$ cat src/rtl/bcd_to_bin_if.sv
// Request/result bundle for the 3-digit BCD to 10-bit binary converter.
interface bcd_to_bin_if;
  logic [3:0] fdig;
  logic [3:0] sdig;
  logic [3:0] tdig;
  logic       start;
  logic [9:0] bin_d_out;
  logic       busy;
  logic       rdy;
  logic       err;
  logic       ovf;

  modport master (
    output fdig, sdig, tdig, start,
    input  bin_d_out, busy, rdy, err, ovf
  );

  modport slave (
    input  fdig, sdig, tdig, start,
    output bin_d_out, busy, rdy, err, ovf
  );
endinterface

$ cat src/rtl/bcd_to_bin.sv
// Sequential reverse double-dabble: 3 BCD digits -> 10-bit binary.
// One conversion takes 23 cycles (capture, check, 10 x shift/adjust, done).
module bcd_to_bin (
  input  logic           clk,
  input  logic           rst_n,
  bcd_to_bin_if.slave    bus
);

  typedef enum logic [2:0] {IDLE, CHECK, SHIFT, ADJUST, DONE} state_t;

  state_t      state;
  logic [21:0] work;     // {bcd[11:0], bin[9:0]}
  logic [3:0]  cnt;
  logic        err_q;
  logic [9:0]  bin_q;
  logic        busy_q;
  logic        rdy_q;
  logic        err_o;
  logic        ovf_q;

  // Undo the x2 carried into a BCD nibble by the right shift.
  function automatic logic [3:0] adj(input logic [3:0] n);
    return (n >= 4'd8) ? n - 4'd3 : n;
  endfunction

  // Conversion FSM; all outputs registered here.
  always_ff @(posedge clk or negedge rst_n) begin
    if (!rst_n) begin
      state  <= IDLE;
      work   <= '0;
      cnt    <= '0;
      err_q  <= 1'b0;
      bin_q  <= '0;
      busy_q <= 1'b0;
      rdy_q  <= 1'b0;
      err_o  <= 1'b0;
      ovf_q  <= 1'b0;
    end else begin
      case (state)
        IDLE: begin
          rdy_q <= 1'b0;
          if (bus.start) begin
            work   <= {bus.tdig, bus.sdig, bus.fdig, 10'd0};
            cnt    <= '0;
            err_q  <= 1'b0;
            busy_q <= 1'b1;
            state  <= CHECK;
          end
        end
        CHECK: begin
          if (work[21:18] > 4'd9 || work[17:14] > 4'd9 || work[13:10] > 4'd9) begin
            err_q <= 1'b1;
            state <= DONE;
          end else begin
            state <= SHIFT;
          end
        end
        SHIFT: begin
          work  <= {1'b0, work[21:1]};
          state <= ADJUST;
        end
        ADJUST: begin
          work[21:10] <= {adj(work[21:18]), adj(work[17:14]), adj(work[13:10])};
          cnt         <= cnt + 4'd1;
          state       <= (cnt == 4'd9) ? DONE : SHIFT;
        end
        DONE: begin
          bin_q  <= err_q ? 10'd0 : work[9:0];
          err_o  <= err_q;
          ovf_q  <= !err_q && (work[9:0] > 10'd255);
          rdy_q  <= 1'b1;
          busy_q <= 1'b0;
          state  <= IDLE;
        end
        default: begin
          busy_q <= 1'b0;
          rdy_q  <= 1'b0;
          state  <= IDLE;
        end
      endcase
    end
  end

  assign bus.bin_d_out = bin_q;
  assign bus.busy      = busy_q;
  assign bus.rdy       = rdy_q;
  assign bus.err       = err_o;
  assign bus.ovf       = ovf_q;

endmodule

$ cat src/flat_wrapper.sv
// flat-port wrapper written by rule: the top's interface ports become plain ports
module bcd_to_bin_flat 
  (clk, rst_n, bus_fdig, bus_sdig, bus_tdig, bus_start, bus_bin_d_out, bus_busy, bus_rdy, bus_err, bus_ovf);
  bcd_to_bin_if bus_i ();
  input  logic clk;
  input  logic rst_n;
  input wire logic [$bits(bus_i.fdig)-1:0] bus_fdig;
  input wire logic [$bits(bus_i.sdig)-1:0] bus_sdig;
  input wire logic [$bits(bus_i.tdig)-1:0] bus_tdig;
  input wire logic [$bits(bus_i.start)-1:0] bus_start;
  output wire logic [$bits(bus_i.bin_d_out)-1:0] bus_bin_d_out;
  output wire logic [$bits(bus_i.busy)-1:0] bus_busy;
  output wire logic [$bits(bus_i.rdy)-1:0] bus_rdy;
  output wire logic [$bits(bus_i.err)-1:0] bus_err;
  output wire logic [$bits(bus_i.ovf)-1:0] bus_ovf;
  assign bus_i.fdig = bus_fdig;
  assign bus_i.sdig = bus_sdig;
  assign bus_i.tdig = bus_tdig;
  assign bus_i.start = bus_start;
  assign bus_bin_d_out = bus_i.bin_d_out;
  assign bus_busy = bus_i.busy;
  assign bus_rdy = bus_i.rdy;
  assign bus_err = bus_i.err;
  assign bus_ovf = bus_i.ovf;
  bcd_to_bin u_core (.clk(clk), .rst_n(rst_n), .bus(bus_i));
endmodule
$ cat config.mk
export PLATFORM = sky130hd
export DESIGN_NAME = bcd_to_bin_flat
export DESIGN_NICKNAME = d
export VERILOG_FILES = /design/src/rtl/bcd_to_bin_if.sv /design/src/rtl/bcd_to_bin.sv /design/src/flat_wrapper.sv
export SDC_FILE = /design/constraint.sdc
export NUM_CORES = 1
export LEC_CHECK = 0
export ABC_AREA = 1
export BUFFER_PORTS_ARGS = -buffer_cell sky130_fd_sc_hd__buf_2
export CAP_MARGIN = 40
export CORE_MARGIN = 1.5
export CORE_UTILIZATION = 31
export CTS_CLUSTER_DIAMETER = 80
export DETAILED_ROUTE_END_ITERATION = 12
export SETUP_SLACK_MARGIN = 0.15
export SLEW_MARGIN = 10
export SYNTH_ARGS = -nofsm -noshare
export SYNTH_HDL_FRONTEND = slang
export SYNTH_SLANG_ARGS = --single-unit
$ cat constraint.sdc
create_clock -name clk -period 1.4 [get_ports clk]
set_input_delay 0.28 -clock clk [delete_from_list [all_inputs] [get_ports clk]]
set_output_delay 0.28 -clock clk [all_outputs]
set_load 0.01 [all_outputs]
==> flow_summary.toml <==
[outcome]
status = "completed"

[detailed_routing]
drcViolationCount = 0
drt_iter0_markers = 89
totalWireLength_microns = 5359
via_count = 1978
ant_nets = 0
wire_per_inst_microns = 12.49
viasPerCell = 4.611
first_pass_iters = 4

[placed_design]
hpwl_microns = 3409
dpl_worst_slack_ns = -0.08051
port_buffers = 28
placedCellCount = 401
place_congestion = 0.8183

[setup_path]
crit_start = "u_core.state[2]"
startpoint_type = "flip-flop"
reg2reg_to = "u_core.work[14]"
critical_path.endpoint = "u_core.work[14]"
critPathMaxFanout = 7
worstRegToRegCells = 7
regToRegSetupSlack_ns = 0.07
required_ns = 1.58
cp.arrival_ns = 1.51
cp-end-kind = "flip-flop"
worstReg2RegStart = "u_core.state[2]"
critPathKind = "flip-flop to flip-flop"

[die]
rows = 31
die_h_microns = 88.62
ios = 29
core-area_sq_um = 7176
initial_core_util_pct = 31.67
die_area_sq_um = 7853
die_x_microns = 88.62

[pwr]
net-switching-power_uw = 3337
vdd_drop_max_mv = 0.6853
leakagePower_uw = 0.001461
powerDensity_nw_per_um2 = 2406
p_seq_share_pct = 30.4
p_sw_share_pct = 45.29
clkPwrFrac_pct = 11.6
combPwrFrac_pct = 58.0
p_total_uw = 7367
power.internal_uw = 4030

[synthesis]
avgSynthCellArea_sq_um = 8.542
synth-seq-cells = 44
synth_seq_area_share_pct = 48.46
yosysUniqueCellTypes = 27
syn-num-nets = 295
syn_area_sq_um = 2272
synthTopCellsByArea = "dfrtp_1 (48%), nand2_1 (13%), ha_1 (7.7%), nand3_1 (5.1%), o21ai_0 (4.8%)"
synth_top_area_share_pct = 48.46
synth.largest_area_cell = "dfrtp_1"
synthCells = 266
synth-warning-count = 0

[final_layout]
fillers = 695
final_cells = 429
drive_above_1_share_pct = 38.18
final_nets = 358
diodes = 0
area_growth_syn_to_layout_pct = 34.75

[timing]
fin_crit_sh_pct = 94.77
skew_ns = 0.01082
setup_violations = 0
setup_ws_ns = 0.07327
rsz0062_at_grt = "true"
hold_viol_final = 0
fmax_mhz = 753.7
maxSlewViolCount = 0
worst_pin_slew_ns = 0.3505
final.min_clock_period_ns = 1.327
maxSlewHeadroom_pct = 76.61

[clock_network]
cts_tree = "built"
h-tree-depth = 2
clkTransAtPathRegs_ns = 0.08
cts_buffer_depth = 2
cts-root-buf = "clkbuf_8"
cts_made_buffers = 5
cts_sinks = 44
clkLatencyLatePin_ns = 0.30

[global_route]
antenna_found_initial = 0
grt_pass1_vias = 1825
grt_use_total_pct = 13.91
grt_max_degree = 45
grt_overflow = 0
grt_pass1_wl_microns = 8493

[worst_hold_path]
hp-class = "primary input to flip-flop"

[run]
maxCapViolCount = 0
[timing repair]
item | CTS | global route
buffers inserted | 8 | 10
gates resized for setup | 39 | 41
pin swaps | 9 | 20
endpoints found under the setup margin | 30 | 36
hold endpoints to repair | 44 | 0
cloned | 0 | 1
hold buffers | 1 | 0
[metrics by stage]
| step | instance area (sq um) | util, % | hold WS (ns) | TNS, ns |
|---|---|---|---|---|
| global placement | 2614 | 36.43 | 0.2753 | -0.05933 |
| floorplan | 2280 | - | -0.01559 | 0 |
| detailed placement | 2614 | 36.43 | 0.2813 | -0.1111 |
| global route | 3062 | 42.67 | 0.3145 | -0.03030 |
| CTS | 2872 | 40.02 | 0.2654 | 0 |
| finish | 3062 | 42.67 | 0.2894 | 0 |
[registers in the layout (all words and copies together), names as in the netlist]
register,flops
u_core.bus.err,1
u_core.cnt,4
u_core.bus.bin_d_out,10
u_core.state,3
u_core.bus.busy,1
u_core.err_q,1
u_core.bus.ovf,1
u_core.work,22
u_core.bus.rdy,1
[cell families (layout without fill, tap and decap cells)]
logic type | after synthesis | after routing | share of synthesized area [%]
and+or+nand+nor | 122 | 122 | 24.39
AOI/OAI and AO/OA | 48 | 48 | 12.00
DFF | 44 | 44 | 48.46
buffers and inverters | 37 | 101 | 7.048
adders and majority gates | 14 | 14 | 7.709
xor gates and xnor gates | 1 | 1 | 0.3855
[power by group through the flow]
stage | Sequential (uW) | Clock [uW] | Combinational [uW]
after detailed placement | 2190 | 0 | 3200
after global placement | 2190 | 0 | 3170
after CTS | 2200 | 876 | 3660
final | 2240 | 851 | 4280
after floorplan | 2180 | 0 | 2260
after global routing | 2310 | 911 | 4780
[how the worst min path moves through the flow]
stage	end	startpoint	cells after the start
global route	u_core.bus.busy	bus_start	3
global placement	u_core.work[0]	rst_n	2
detailed placement	u_core.bus.bin_d_out[1]	rst_n	2
CTS	u_core.bus.busy	bus_start	3
floorplan	u_core.bus.bin_d_out[0]	rst_n	0
finish	u_core.work[21]	bus_tdig[3]	5
[worst max-delay path, stage by stage, from the launching register on]
cell     delay [ns]
dfrtp_2        0.47
nor2_4         0.15
nand2_4        0.09
buf_4          0.15
nor2_2         0.12
nor2_4         0.08
nand2_1        0.07
o21ai_1        0.08
[cells in the mapped netlist]
cell      instances
o311ai_0          1
dfrtp_1          44
nor2_4            4
o21ai_1           4
nand2_1          78
nand3_1          23
nand2_2           3
nand4_1           1
buf_4             1
nand3_2           1
buf_2             2
nor3_1            1
o21ai_0          22
inv_1            28
a21oi_1           3
xnor2_1           1
inv_2             3
or2_2             3
a21o_1            2
o211ai_1          3
a31oi_1           1
clkinv_1          1
ha_1             14
nor2_1            3
nor2_2            5
buf_6             2
o22ai_1          12
[layout make-up]
type	count	area [sq um]	area share [%]
sequential	44	1110	36.25
timing repair buffer	61	432.9	14.14
inverter	32	130.1	4.250
multi-input combinational	185	1167	38.13
clock inverter	2	15.01	0.4904
clock buffer	6	82.58	2.697
tap	99	123.9	4.046
[per-layer routing]
layer,global-route usage [%],vias up,share of wire [%]
met4,4.261,0,1.8
met5,0,-,0
li1,-,990,-
met3,2.705,8,2.1
met1,18.34,962,46
met2,23.18,18,50
[cell usage in the layout, fill, tap and decap left out, types with 5 or more instances in the layout]
cell	instances
buf_2	28
buf_4	23
buf_6	8
clkbuf_8	6
dfrtp_1	37
dfrtp_2	7
ha_1	5
ha_2	5
inv_1	19
inv_2	11
nand2_1	72
nand2_2	6
nand3_1	20
nor2_4	8
o21ai_0	7
o21ai_1	17
o22ai_1	12
Note: power is estimated with default switching activity, not from simulation.
